--- config.mk ---
export PLATFORM = sky130hd
export DESIGN_NAME = hub75_bcm_scanner_flat
export DESIGN_NICKNAME = d
export VERILOG_FILES = /design/src/rtl/hub75_pkg.sv /design/src/rtl/hub75_bcm_scanner_if.sv /design/src/rtl/hub75_bcm_timer.sv /design/src/rtl/hub75_bcm_scanner.sv /design/src/flat_wrapper.sv
export SDC_FILE = /design/constraint.sdc
export NUM_CORES = 1
export LEC_CHECK = 0
export ABC_AREA = 1
export CAP_MARGIN = 10
export CELL_PAD_IN_SITES_DETAIL_PLACEMENT = 0
export CELL_PAD_IN_SITES_GLOBAL_PLACEMENT = 1
export CORE_MARGIN = 2
export CORE_UTILIZATION = 38
export DETAILED_ROUTE_END_ITERATION = 10
export PLACE_DENSITY = 0.76
export SYNTH_ARGS = -nofsm -noshare
export SYNTH_HDL_FRONTEND = slang
export SYNTH_SLANG_ARGS = --single-unit
--- constraint.sdc ---
create_clock -name i_clk -period 1.9 [get_ports i_clk]
set_input_delay 0.38 -clock i_clk [delete_from_list [all_inputs] [get_ports i_clk]]
set_output_delay 0.38 -clock i_clk [all_outputs]
set_load 0.03 [all_outputs]
--- src/rtl/hub75_pkg.sv ---
// hub75_pkg: shared types and helpers for the HUB75 BCM scanner.
//   state_e  - top-level scan FSM states
//   phase_e  - per-column sub-phases inside SHIFT
//   CH_R/G/B - channel slice index; a channel occupies rd_data[CH_x*BPC +: BPC]
//   f_aw     - address width of a count (min 1 bit), used for ROW_AW and COL_AW
//   f_ont_w  - on-time counter width, $clog2(BASE_OE << (BPC-1)) + 1 (ONT_W)
package hub75_pkg;

   typedef enum logic [1:0] {StIdle, StShift, StLatch, StShow} state_e;

   typedef enum logic [2:0] {PhFetch, PhLoad, PhSetup, PhHigh, PhLow} phase_e;

   localparam int unsigned CH_R = 2;
   localparam int unsigned CH_G = 1;
   localparam int unsigned CH_B = 0;

   function automatic int unsigned f_aw(input int unsigned n);
      return (n > 1) ? $clog2(n) : 1;
   endfunction

   function automatic int unsigned f_ont_w(input int unsigned base_oe, input int unsigned bpc);
      return $clog2(base_oe << (bpc - 1)) + 1;
   endfunction

endpackage

--- src/rtl/hub75_bcm_scanner_if.sv ---
// hub75_bcm_scanner_if: framebuffer read port and HUB75 panel pins.
//   master (scanner side): drives rd_en/rd_row/rd_col and all panel pins, reads rd_data0/1.
//   slave  (framebuffer + panel side): the mirror image.
//   rd_data0/1 carry {R,G,B}, each BPC bits, valid one cycle after rd_en.
interface hub75_bcm_scanner_if #(
   parameter int unsigned COLS = 64,
   parameter int unsigned ROWS = 32,
   parameter int unsigned BPC  = 4
);
   import hub75_pkg::*;

   localparam int unsigned ROW_AW = f_aw(ROWS / 2);
   localparam int unsigned COL_AW = f_aw(COLS);

   logic                  rd_en;
   logic [ROW_AW-1:0]     rd_row;
   logic [COL_AW-1:0]     rd_col;
   logic [3*BPC-1:0]      rd_data0;
   logic [3*BPC-1:0]      rd_data1;
   logic [ROW_AW-1:0]     addr;
   logic                  r0, g0, b0, r1, g1, b1;
   logic                  clk_shft;
   logic                  lat;
   logic                  oe;
   logic                  frame_done;

   modport master (
      output rd_en, rd_row, rd_col, addr, r0, g0, b0, r1, g1, b1, clk_shft, lat, oe,
             frame_done,
      input  rd_data0, rd_data1
   );

   modport slave (
      input  rd_en, rd_row, rd_col, addr, r0, g0, b0, r1, g1, b1, clk_shft, lat, oe,
             frame_done,
      output rd_data0, rd_data1
   );

endinterface

--- src/rtl/hub75_bcm_timer.sv ---
// hub75_bcm_timer: BCM on-time window for one bit-plane.
//   i_load  - start a window of BASE_OE << i_plane cycles (first window cycle follows i_load)
//   i_plane - bit-plane index
//   i_dim   - global brightness 0..255, sampled on i_load (only with GLOBAL_DIM_EN)
//   o_oe_n  - active-low output enable, low for the first on-time cycles of the window
//   o_done  - high in the last cycle of the window
// Optional feature macro: GLOBAL_DIM_EN scales the on-time by i_dim/256 at a fixed window length.
module hub75_bcm_timer #(
   parameter int unsigned BASE_OE = 64,
   parameter int unsigned ONT_W   = 10,
   parameter int unsigned PL_W    = 2
) (
   input  logic            i_clk,
   input  logic            i_rst_n,
   input  logic            i_load,
   input  logic [PL_W-1:0] i_plane,
`ifdef GLOBAL_DIM_EN
   input  logic [7:0]      i_dim,
`endif
   output logic            o_oe_n,
   output logic            o_done
);

   logic [ONT_W-1:0] w_len;
   logic [ONT_W-1:0] w_on;
   logic [ONT_W-1:0] r_win;
   logic [ONT_W-1:0] r_on;

   assign w_len = ONT_W'(BASE_OE) << i_plane;

`ifdef GLOBAL_DIM_EN
   localparam int unsigned PW = ONT_W + 8;
   logic [PW-1:0] w_prod;
   assign w_prod = PW'(w_len) * PW'(i_dim);
   assign w_on   = w_prod[PW-1:8];
`else
   assign w_on = w_len;
`endif

   // Both counters run down together; r_win sets the window, r_on the lit portion.
   always_ff @(posedge i_clk or negedge i_rst_n) begin
      if (!i_rst_n) begin
         r_win <= '0;
         r_on  <= '0;
      end else if (i_load) begin
         r_win <= w_len;
         r_on  <= w_on;
      end else begin
         if (r_win != '0) r_win <= r_win - 1'b1;
         if (r_on != '0)  r_on  <= r_on - 1'b1;
      end
   end

   assign o_oe_n = (r_on == '0);
   assign o_done = (r_win == ONT_W'(1));

endmodule

--- src/rtl/hub75_bcm_scanner.sv ---
// hub75_bcm_scanner: HUB75 row-pair scanner with binary-coded-modulation colour depth.
//   i_clk, i_rst_n - clock, asynchronous active-low reset
//   i_enable       - run scanning; checked at row-pair boundaries
//   i_dim          - global brightness (only with GLOBAL_DIM_EN)
//   bus            - hub75_bcm_scanner_if.master: framebuffer read port + panel pins
// Per column: Fetch (rd_en), Load (capture plane bit), Setup (data settles before the
// rising edge), High x CLK_DIV, Low x CLK_DIV. Then LATCH (2 cycles LAT + 1 gap), then SHOW.
// Optional feature macro: GLOBAL_DIM_EN.
module hub75_bcm_scanner
   import hub75_pkg::*;
#(
   parameter int unsigned COLS    = 64,
   parameter int unsigned ROWS    = 32,
   parameter int unsigned BPC     = 4,
   parameter int unsigned CLK_DIV = 2,
   parameter int unsigned BASE_OE = 64
) (
   input  logic                 i_clk,
   input  logic                 i_rst_n,
   input  logic                 i_enable,
`ifdef GLOBAL_DIM_EN
   input  logic [7:0]           i_dim,
`endif
   hub75_bcm_scanner_if.master  bus
);

   localparam int unsigned ROW_AW = f_aw(ROWS / 2);
   localparam int unsigned COL_AW = f_aw(COLS);
   localparam int unsigned PL_W   = f_aw(BPC);
   localparam int unsigned DIV_W  = f_aw(CLK_DIV);
   localparam int unsigned ONT_W  = f_ont_w(BASE_OE, BPC);

   localparam logic [ROW_AW-1:0] ROW_MAX = ROW_AW'(ROWS / 2 - 1);
   localparam logic [COL_AW-1:0] COL_MAX = COL_AW'(COLS - 1);
   localparam logic [PL_W-1:0]   PL_MAX  = PL_W'(BPC - 1);
   localparam logic [DIV_W-1:0]  DIV_MAX = DIV_W'(CLK_DIV - 1);

   state_e             r_state, w_state_d;
   phase_e             r_phase;
   logic [DIV_W-1:0]   r_div;
   logic [COL_AW-1:0]  r_col;
   logic [ROW_AW-1:0]  r_row;
   logic [ROW_AW-1:0]  r_addr;
   logic [PL_W-1:0]    r_plane;
   logic [1:0]         r_lat_cnt;
   logic [5:0]         r_rgb;
   logic               r_frame_done;

   logic               w_col_end;
   logic               w_lat_end;
   logic               w_tmr_load;
   logic               w_tmr_done;
   logic               w_oe_n;
   logic [5:0]         w_rgb_d;
   logic [BPC-1:0]     w_ch [6];

   // Channel words in output order {R0,G0,B0,R1,G1,B1}.
   assign w_ch[0] = bus.rd_data0[CH_R*BPC +: BPC];
   assign w_ch[1] = bus.rd_data0[CH_G*BPC +: BPC];
   assign w_ch[2] = bus.rd_data0[CH_B*BPC +: BPC];
   assign w_ch[3] = bus.rd_data1[CH_R*BPC +: BPC];
   assign w_ch[4] = bus.rd_data1[CH_G*BPC +: BPC];
   assign w_ch[5] = bus.rd_data1[CH_B*BPC +: BPC];

   always_comb begin
      w_rgb_d = '0;
      for (int i = 0; i < 6; i++) w_rgb_d[5-i] = w_ch[i][r_plane];
   end

   assign w_col_end  = (r_phase == PhLow) && (r_div == DIV_MAX) && (r_col == COL_MAX);
   assign w_lat_end  = (r_lat_cnt == 2'd2);
   assign w_tmr_load = (r_state == StLatch) && w_lat_end;

   hub75_bcm_timer #(
      .BASE_OE (BASE_OE),
      .ONT_W   (ONT_W),
      .PL_W    (PL_W)
   ) u_timer (
      .i_clk   (i_clk),
      .i_rst_n (i_rst_n),
      .i_load  (w_tmr_load),
      .i_plane (r_plane),
`ifdef GLOBAL_DIM_EN
      .i_dim   (i_dim),
`endif
      .o_oe_n  (w_oe_n),
      .o_done  (w_tmr_done)
   );

   // FSM state register
   always_ff @(posedge i_clk or negedge i_rst_n) begin
      if (!i_rst_n) r_state <= StIdle;
      else          r_state <= w_state_d;
   end

   // FSM next state; enable only matters when a full row pair has been shown
   always_comb begin
      w_state_d = r_state;
      unique case (r_state)
         StIdle:  if (i_enable) w_state_d = StShift;
         StShift: if (w_col_end) w_state_d = StLatch;
         StLatch: if (w_lat_end) w_state_d = StShow;
         StShow: begin
            if (w_tmr_done) w_state_d = (r_plane != PL_MAX || i_enable) ? StShift : StIdle;
         end
         default: w_state_d = StIdle;
      endcase
   end

   // FSM outputs
   always_comb begin
      bus.rd_en    = 1'b0;
      bus.clk_shft = 1'b0;
      bus.lat      = 1'b0;
      unique case (r_state)
         StShift: begin
            bus.rd_en    = (r_phase == PhFetch);
            bus.clk_shft = (r_phase == PhHigh);
         end
         StLatch: bus.lat = !w_lat_end;
         default: ;
      endcase
   end

   // Datapath: column/plane/row counters, colour capture, latch address
   always_ff @(posedge i_clk or negedge i_rst_n) begin
      if (!i_rst_n) begin
         r_phase      <= PhFetch;
         r_div        <= '0;
         r_col        <= '0;
         r_row        <= '0;
         r_addr       <= '0;
         r_plane      <= '0;
         r_lat_cnt    <= '0;
         r_rgb        <= '0;
         r_frame_done <= 1'b0;
      end else begin
         r_frame_done <= 1'b0;
         unique case (r_state)
            StIdle: begin
               r_phase   <= PhFetch;
               r_div     <= '0;
               r_col     <= '0;
               r_row     <= '0;
               r_plane   <= '0;
               r_lat_cnt <= '0;
            end
            StShift: begin
               unique case (r_phase)
                  PhFetch: r_phase <= PhLoad;
                  PhLoad: begin
                     r_rgb   <= w_rgb_d;
                     r_phase <= PhSetup;
                  end
                  PhSetup: r_phase <= PhHigh;
                  PhHigh: begin
                     if (r_div == DIV_MAX) begin
                        r_div   <= '0;
                        r_phase <= PhLow;
                     end else begin
                        r_div <= r_div + 1'b1;
                     end
                  end
                  PhLow: begin
                     if (r_div == DIV_MAX) begin
                        r_div   <= '0;
                        r_phase <= PhFetch;
                        if (r_col == COL_MAX) begin
                           r_col  <= '0;
                           r_addr <= r_row;
                        end else begin
                           r_col <= r_col + 1'b1;
                        end
                     end else begin
                        r_div <= r_div + 1'b1;
                     end
                  end
                  default: r_phase <= PhFetch;
               endcase
            end
            StLatch: r_lat_cnt <= r_lat_cnt + 1'b1;
            StShow: begin
               r_lat_cnt <= '0;
               if (w_tmr_done) begin
                  if (r_plane != PL_MAX) begin
                     r_plane <= r_plane + 1'b1;
                  end else begin
                     r_plane      <= '0;
                     r_row        <= (r_row == ROW_MAX) ? '0 : r_row + 1'b1;
                     r_frame_done <= (r_row == ROW_MAX);
                  end
               end
            end
            default: ;
         endcase
      end
   end

   assign bus.rd_row     = r_row;
   assign bus.rd_col     = r_col;
   assign bus.addr       = r_addr;
   assign bus.r0         = r_rgb[5];
   assign bus.g0         = r_rgb[4];
   assign bus.b0         = r_rgb[3];
   assign bus.r1         = r_rgb[2];
   assign bus.g1         = r_rgb[1];
   assign bus.b1         = r_rgb[0];
   assign bus.oe         = w_oe_n;
   assign bus.frame_done = r_frame_done;

endmodule
--- src/flat_wrapper.sv ---
// flat-port wrapper written by rule: the top's interface ports become plain ports
module hub75_bcm_scanner_flat import hub75_pkg::*;
#(
   parameter int unsigned COLS    = 64,
   parameter int unsigned ROWS    = 32,
   parameter int unsigned BPC     = 4,
   parameter int unsigned CLK_DIV = 2,
   parameter int unsigned BASE_OE = 64
)
  (i_clk, i_rst_n, i_enable, bus_rd_en, bus_rd_row, bus_rd_col, bus_addr, bus_r0, bus_g0, bus_b0, bus_r1, bus_g1, bus_b1, bus_clk_shft, bus_lat, bus_oe, bus_frame_done, bus_rd_data0, bus_rd_data1);
  hub75_bcm_scanner_if #(.COLS(COLS), .ROWS(ROWS), .BPC(BPC)) bus_i ();
  input  logic i_clk;
  input  logic i_rst_n;
  input  logic i_enable;
  output wire logic [$bits(bus_i.rd_en)-1:0] bus_rd_en;
  output wire logic [$bits(bus_i.rd_row)-1:0] bus_rd_row;
  output wire logic [$bits(bus_i.rd_col)-1:0] bus_rd_col;
  output wire logic [$bits(bus_i.addr)-1:0] bus_addr;
  output wire logic [$bits(bus_i.r0)-1:0] bus_r0;
  output wire logic [$bits(bus_i.g0)-1:0] bus_g0;
  output wire logic [$bits(bus_i.b0)-1:0] bus_b0;
  output wire logic [$bits(bus_i.r1)-1:0] bus_r1;
  output wire logic [$bits(bus_i.g1)-1:0] bus_g1;
  output wire logic [$bits(bus_i.b1)-1:0] bus_b1;
  output wire logic [$bits(bus_i.clk_shft)-1:0] bus_clk_shft;
  output wire logic [$bits(bus_i.lat)-1:0] bus_lat;
  output wire logic [$bits(bus_i.oe)-1:0] bus_oe;
  output wire logic [$bits(bus_i.frame_done)-1:0] bus_frame_done;
  input wire logic [$bits(bus_i.rd_data0)-1:0] bus_rd_data0;
  input wire logic [$bits(bus_i.rd_data1)-1:0] bus_rd_data1;
  assign bus_rd_en = bus_i.rd_en;
  assign bus_rd_row = bus_i.rd_row;
  assign bus_rd_col = bus_i.rd_col;
  assign bus_addr = bus_i.addr;
  assign bus_r0 = bus_i.r0;
  assign bus_g0 = bus_i.g0;
  assign bus_b0 = bus_i.b0;
  assign bus_r1 = bus_i.r1;
  assign bus_g1 = bus_i.g1;
  assign bus_b1 = bus_i.b1;
  assign bus_clk_shft = bus_i.clk_shft;
  assign bus_lat = bus_i.lat;
  assign bus_oe = bus_i.oe;
  assign bus_frame_done = bus_i.frame_done;
  assign bus_i.rd_data0 = bus_rd_data0;
  assign bus_i.rd_data1 = bus_rd_data1;
  hub75_bcm_scanner #(.COLS(COLS), .ROWS(ROWS), .BPC(BPC), .CLK_DIV(CLK_DIV), .BASE_OE(BASE_OE)) u_core (.i_clk(i_clk), .i_rst_n(i_rst_n), .i_enable(i_enable), .bus(bus_i));
endmodule
---- Word-level counts from Yosys, hierarchy flattened ----
Cells that the tools add are included.
storage, ports and cells
  bits in registers ....................... 51
  bits in latches ......................... 0
  memories kept ........................... 0
  memory bits (read-only) ................. 0
  RAM bits ................................ 0
operators by class
  bitwise gates (word level) .............. 0
  equality and inequality tests ........... 22
  multipliers ............................. 0
  mux-type cells .......................... 47
  reduce and logical (&&, ||, !) cells .... 25
  div/mod/pow operators ................... 0
  $add $sub $neg .......................... 7
  order comparisons ....................... 1
  shift operators ......................... 1
operators with widths
  operator                                               count
  2-to-1 mux 10 bit                                      4
  nonzero test 10 bit                                    2
  subtractor 10 x 1 -> 10 bit (second input constant)    2
  2-to-1 mux 6 bit                                       3
  2-to-1 mux 1 bit                                       15
  case mux 3 bit (5 select lines)                        1
  binary-select mux 1 bit (select 2 bit)                 6
  2-to-1 mux 2 bit                                       6
  2-to-1 mux 4 bit                                       3
  case mux 6 bit (2 select lines)                        1
  equality test 10 x 1 -> 1 bit (second input constant)  1
  zero test 10 bit                                       1
  != test 2 bit (second input constant)                  5
  nonzero test 2 bit                                     5
  << shifter 7 x 2 -> 10 bit (first input constant)      1
  AND reduction 3 bit                                    3
  != test 2 x 1 -> 1 bit (second input constant)         4
  case mux 2 bit (2 select lines)                        2
  case mux 2 bit (4 select lines)                        1
  case mux 4 bit (2 select lines)                        1
  AND reduction 4 bit                                    2
  adder 6 x 1 -> 6 bit (second input constant)           1
  equality test 2 bit (second input constant)            3
  equality test 3 x 2 -> 1 bit (second input constant)   2
  other kinds (20)                                       28

---- Longest topological paths before layout ----
Gate-level depths: netlist of run 1.
  depth after elaboration ................. 5
  gate-level depth with buffers ........... 10
  depth with buffers taken out ............ 10

---- Hierarchy ----
From an unflattened synthesis of run 1, not the netlist that was laid out.
unflattened totals
  cells, all modules ...................... 421
  area total of the unflattened synthesis .. 3079.2 um^2
modules (own cells, without submodules)
  module             cells an instance  instances  area each (um^2)
  hub75_bcm_scanner  238                1          1799.2
  hub75_bcm_timer    183                1          1280.0

---- Least setup slack after synthesis of run 1 ----
Ideal clock, no wire load.
  path kind ............................... register to output
  from .................................... reg u_core.r_state[1]
  to ...................................... out bus_rd_en
  path buffers ............................ 1
  stages on the path, launching flop included .. 6
  path slack .............................. 238 ps
  data arrival time ....................... 1282 ps
  path through ............................ dfrtp_1 -> inv_1 -> ha_1 -> buf_4 -> nand3_1 -> nor2_1
between the ends
  word-level cells in the longest chain between the ends .. 2
ends and longest elaborated chain
  item                          line                      text
  start: declaration            hub75_bcm_scanner.sv:38   state_e r_state, w_state_d;
  start signal: assignment      hub75_bcm_scanner.sv:92   if (!i_rst_n) r_state <= StIdle;
  start signal: assignment      hub75_bcm_scanner.sv:93   else r_state <= w_state_d;
  equality test 2 x 1 -> 1 bit  hub75_bcm_scanner.sv:115  unique case (r_state)
  2-to-1 mux 1 bit              hub75_bcm_scanner.sv:115
  end: declaration              flat_wrapper.sv:15        output wire logic [$bits(bus_i.rd_en)-1:0] bus_rd_en;
Every way passes these cells.

---- Worst setup path in the final report of run 1 ----
Same ends and word-level chain as after synthesis.

==> results of run 1 <==
-- per-layer routing --
layer  vias to the layer above  GRT usage  share of wire
li1                       1428          -              -
met1                      1217      0.240           0.50
met2                        44      0.275           0.45
met3                         2     0.0359          0.040
met4                         0     0.0326         0.0060
met5                         -          0              0
-- cell type report --
type | instances | area [um2]
clock inverter | 1 | 30.0
clock buffer | 6 | 72.6
sequential | 51 | 1280
tap | 102 | 128
inverter | 60 | 225
fill | 804 | 3880
timing repair buffer | 59 | 582
multi-input combinational | 295 | 1610
-- placed cells by master, fill, tap and decap left out, types with 6 or more instances in the layout --
cell type         n
a21oi_1           7
a31oi_1           6
buf_4             8
clkdlybuf4s50_1  45
dfrtp_1          50
ha_1             13
inv_1            52
inv_2             7
nand2_1          87
nand2_2           8
nand3_1          23
nand4_1           9
nor2_1           57
nor2_4           12
nor3_1            8
o21ai_0          33
-- how the worst max path moves through the flow --
stage                endpoint
detailed placement     bus_oe
CTS                    bus_oe
global route        bus_rd_en
finish              bus_rd_en
global placement       bus_oe
floorplan           bus_rd_en
-- per-stage QoR --
step	util	hold slack, ns	cell area, um2	power, mW	cells
2_1_floorplan	-	0.0844	3100	3.26	411
3_3_place_gp	0.481	0.402	3760	3.85	565
3_5_place_dp	0.481	0.403	3760	3.87	565
4_1_cts	0.496	0.0736	3880	4.67	572
5_1_grt	0.503	0.0792	3920	5.18	574
6_report	0.503	0.0623	3920	4.70	574
-- logic make-up (layout without fill, tap and decap cells) --
| family | after synthesis | in the layout | synth area share |
|---|---|---|---|
| AND/OR/NAND/NOR | 220 | 220 | 0.340 |
| buffers and inverters | 65 | 126 | 0.0814 |
| AO/OA/AOI/OAI | 57 | 57 | 0.0988 |
| flip-flops | 51 | 51 | 0.411 |
| adder cells (fa/ha/maj) | 15 | 15 | 0.0605 |
| XOR/XNOR | 3 | 3 | 0.00847 |
-- report_power, final --
group / switching, mW / internal, mW
combinational: 1.33 / 0.865
clock: 0.361 / 0.387
sequential: 0.339 / 1.42
total: 2.03 / 2.67
-- timing repair --
item / in CTS / in global routing
pin swaps: 0 / 2
resized for setup: 5 / 12
gates cloned: 0 / 0
setup buffers: 0 / 2
setup endpoints to repair: 2 / 4
-- critical path: stages (launching register included) --
cell,delay [ns]
dfrtp_1,0.44
inv_2,0.09
ha_2,0.20
nand3_1,0.12
nor2_2,0.15
buf_6,0.15
-- registers in the layout, indices dropped and copies added (netlist names) --
register,flops
u_core.r_plane,2
u_core.r_phase,3
u_core.bus.addr,4
u_core.r_div,1
u_core.u_timer.r_on,10
u_core.bus.frame_done,1
u_core.r_lat_cnt,2
u_core.bus.rd_row,4
u_core.r_state,2
u_core.r_rgb,6
u_core.u_timer.r_win,10
u_core.bus.rd_col,6
==> impl_metrics.tcl, run 1 <==
set metrics [dict create \
    worstMarginPinSlew_ns 0.380 \
    hp-class "input port to asynchronous set/reset pin" \
    reg2regPathDepth 6 \
    syn_inst 411 \
    antenna_found_initial 0 \
    vias 2691 \
    reg2reg_setup_slack_ns 0.35 \
    yosys-top-cells-count "87 x nand2_1, 59 x nor2_1, 56 x inv_1" \
    grt_pass1_wl_um 12200 \
    post_drt_wl_per_cell_um 12.2 \
    finalMaxSlewViolations 0 \
    dr.first_iter.drc_count 88 \
    num_rows 32 \
    max-slew-margin-rel 0.746 \
    die-area_um2 8900 \
    yosys.cell_count.top_type "nand2_1" \
    grt_max_degree 52 \
    finalClockSkew_ns 0.00687 \
    cp_max_fo 5 \
    place.gp.congestion 0.793 \
    worst-setup-path-type "flip-flop to primary output" \
    die_w_um 94.4 \
    yosys-top-cells-area "dfrtp_1 41%, nand2_1 11%, nor2_1 7.1%" \
    drc 0 \
    start_util 0.397 \
    reg2reg_from "u_core.r_plane[1]$_DFFE_PN0P_" \
    final_nets 514 \
    status "finished clean" \
    area_growth_pct 26.5 \
    cts_made_buffers 5 \
    netlist_area_um2 3100 \
    cts_tree "done" \
    syn-num-nets 453 \
    dr.pass1.iters 4 \
    yosysWarnings 0 \
    ir_drop_uv 369 \
    grt_pass1_vias 2616 \
    seq_area_frac_synth 0.411 \
    global_route.usage.total 0.171 \
    clk_pin_slew_ns 0.10 \
    worst_slack_ns 0.0750 \
    crit_arrival_ns 1.44 \
    overflow 0 \
    finalCritPeriodShare 0.961 \
    layout-drive-gt1-share 0.129 \
    min_period_ns 1.82 \
    diodes 0 \
    rsz0062_at_grt "true" \
    fmax_ghz 0.548 \
    hold_viol 0 \
    synth_top_area_frac 0.411 \
    io_buffers 51 \
    num_io_pins 52 \
    hold_buffers 0 \
    clk_path_buf_depth 2 \
    die_h_um 94.4 \
    pre_cts_ws_ns 0.227 \
    reg2reg_to "u_core.bus.rd_row[0]$_DFFE_PN0P_" \
    yosys.area.top_type "dfrtp_1" \
    power_leakage_nw 1.87 \
    clkLatencyLatePin_ns 0.30 \
    async_flop_share 1.00 \
    power_density_nw_per_um2 1200 \
    htreeDepth 2 \
    ant_nets 0 \
    ys.flop_type "dfrtp_1" \
    setup_viol 0 \
    core_area_um2 7810 \
    drt_wl_total_um 7010 \
    ys_ff_latch 51 \
    setup.worst_path.end_class "primary output" \
    start_kind "flip-flop" \
    dp_hpwl_um 5190 \
    crit_start "u_core.r_state[1]$_DFFE_PN0P_" \
    cts-root-buf "clkbuf_8" \
    cts_sinks 51 \
    yosysUniqueCellTypes 33 \
    syn-mean-instance-area_um2 7.55 \
    synth-edff-count 0 \
    maxCapViolCount 0 \
    fin_tns_setup_ns 0 \
    vias_per_cell 4.69 \
    worstPathRequired_ns 1.52 \
]
Note: power is estimated with default switching activity, not from simulation.
==> inputs of run 2 (changes only) <==
Settings changed: CORE_ASPECT_RATIO from default to 0.75, CTS_CLUSTER_SIZE from default to 40, GPL_TIMING_DRIVEN from default to 0.
==> run 2 against run 1 <==
  * Final cell count grew 1.6%
  * Register-to-register slack got worse by 0.16 ns
  * Largest cell class unchanged
  * Critical endpoint is now bus_rd_col[2]
  * Die area is essentially flat
==> impl_metrics.tcl, run 2 (synthesis results as in run 1) <==
set metrics [dict create \
    status "finished clean" \
    dr.first_iter.drc_count 112 \
    p_seq_frac 0.379 \
    area_growth_pct 26.9 \
    crit_arrival_ns 1.45 \
    power_frac_comb 0.487 \
    vias 2762 \
    num_rows 28 \
    dp_hpwl_um 5510 \
    nFillCells 815 \
    cts-root-buf "clkbuf_8" \
    drc 0 \
    worstMarginPinSlew_ns 0.549 \
    power_density_nw_per_um2 1180 \
    ir_drop_uv 565 \
    maxCapViolCount 0 \
    power.switching_mw 2.07 \
    layout_commonest_cell "nand2_1" \
    finalCritPeriodShare 0.963 \
    start_kind "flip-flop" \
    io_buffers 51 \
    fmax_ghz 0.546 \
    crit_family "buffers and inverters" \
    clkLatencyLatePin_ns 0.31 \
    intPower_mw 2.58 \
    min_period_ns 1.83 \
    worstPathRequired_ns 1.52 \
    drt_wl_total_um 7350 \
    place_area_um2 3760 \
    htreeDepth 2 \
    hp-class "input port to asynchronous set/reset pin" \
    final_nets 521 \
    layout-drive-gt1-share 0.136 \
    setup_viol 0 \
    finalMaxSlewViolations 0 \
    rsz0062_at_grt "true" \
    antenna_found_initial 0 \
    cp_max_fo 5 \
    die_w_um 108 \
    final_cell_mix "87 x nand2_1, 58 x nor2_1, 52 x inv_1, 50 x dfrtp_1, 44 x clkdlybuf4s50_1" \
    ant_nets 0 \
    diodes 0 \
    cts_tree "done" \
    worstPathCellList "clkdlybuf4s50_1" \
    max-slew-margin-rel 0.634 \
    pre_cts_ws_ns -0.376 \
    die-area_um2 8910 \
    slowest_delay_ns 0.70 \
    setup.worst_path.end_class "primary output" \
    grt_pass1_vias 2525 \
    worst_slack_ns 0.0697 \
    cts_made_buffers 5 \
    largest_registers "u_core.u_timer.r_on (10), u_core.u_timer.r_win (10)" \
    grt_max_degree 34 \
    crit_buf_inv 1 \
    num_io_pins 52 \
    clk_path_buf_depth 2 \
    core_area_um2 7920 \
    post_drt_wl_per_cell_um 12.6 \
    start_util 0.392 \
    hold_viol 0 \
    multi_input_area_um2 1600 \
    worst-setup-path-type "flip-flop to primary output" \
    design_area_um2 3940 \
    final-seq-area_um2 1280 \
    place.gp.congestion 0.826 \
    clkPwrFrac 0.135 \
    clk_pin_slew_ns 0.10 \
    finalClockSkew_ns 0.00942 \
    power_leakage_nw 1.90 \
    die_h_um 82.3 \
    vias_per_cell 4.74 \
    overflow 0 \
    global_route.usage.total 0.178 \
    cts_sinks 51 \
    crit_path_top_delay_cell "clkdlybuf4s50_1" \
    grt_pass1_wl_um 12400 \
    dr.pass1.iters 4 \
    switching_share 0.445 \
]
[run 2: cell type report]
cell class                 instances  area share
clock buffer                       5      0.0175
multi-input combinational        295       0.407
buffer                             5     0.00795
inverter                          60      0.0572
tap                              105      0.0334
sequential                        51       0.325
timing repair buffer              61       0.151
clock inverter                     1     0.00191
[run 2: stage by stage]
stage	utilization	setup TNS [ns]	power [mW]	cells	hold slack [ns]
after floorplan	-	0	3.26	411	0.0844
after global placement	0.473	-65.80	3.85	567	0.463
after detailed placement	0.475	-0.924	3.88	568	0.371
after CTS	0.489	0	4.57	577	0.0326
after global routing	0.497	-0.0243	5.11	583	0.0372
final	0.497	0	4.65	583	0.0154
[run 2: worst paths after layout]
check,startpoint,endpoint,slack [ns],cells past startpoint
min,i_rst_n,u_core.bus.addr[3]$_DFFE_PN0P_,0.02,1
max in group asynchronous,i_rst_n,u_core.r_state[0]$_DFFE_PN0P_,1.34,2
max reg2reg,u_core.r_state[1]$_DFFE_PN0P_,u_core.u_timer.r_on[8]$_DFFE_PN0P_,0.19,6
max,u_core.bus.rd_col[2]$_DFFE_PN0P_,bus_rd_col[2],0.07,1
min reg2reg,u_core.r_lat_cnt[0]$_DFFE_PN0P_,u_core.r_lat_cnt[0]$_DFFE_PN0P_,0.50,1
min in group i_clk,u_core.r_lat_cnt[0]$_DFFE_PN0P_,u_core.r_lat_cnt[0]$_DFFE_PN0P_,0.50,1
[run 2: worst reg2reg max path, delay by kind of cell, from the launching register on]
family,cells,cell delay [ns]
simple gates,2,0.29
compound gates,1,0.14
fa+ha+maj,1,0.19
buf+inv,2,0.62
flops,1,0.41
[run 2: what timing repair did]
item,4_1_cts,5_1_grt
resized for setup,31,9
hold buffers,0,0
gates cloned,0,0
endpoints found under the setup margin,4,5
pin swaps,0,3
buffers inserted,3,6
[run 2: power groups by stage]
stage | sequential [mW] | combinational, mW | clock [mW]
finish | 1.76 | 2.26 | 0.626
global route | 1.81 | 2.61 | 0.686
CTS | 1.74 | 2.18 | 0.642
detailed placement | 1.76 | 2.12 | 0
global placement | 1.76 | 2.09 | 0
floorplan | 1.79 | 1.47 | 0
[run 2: metal layers]
metal	GRT usage	wire, um	up-vias
met2	0.250	2800	52
met5	0	0	-
met4	0.0231	22	0
met3	0.0369	303	3
met1	0.285	4220	1268
li1	-	-	1439
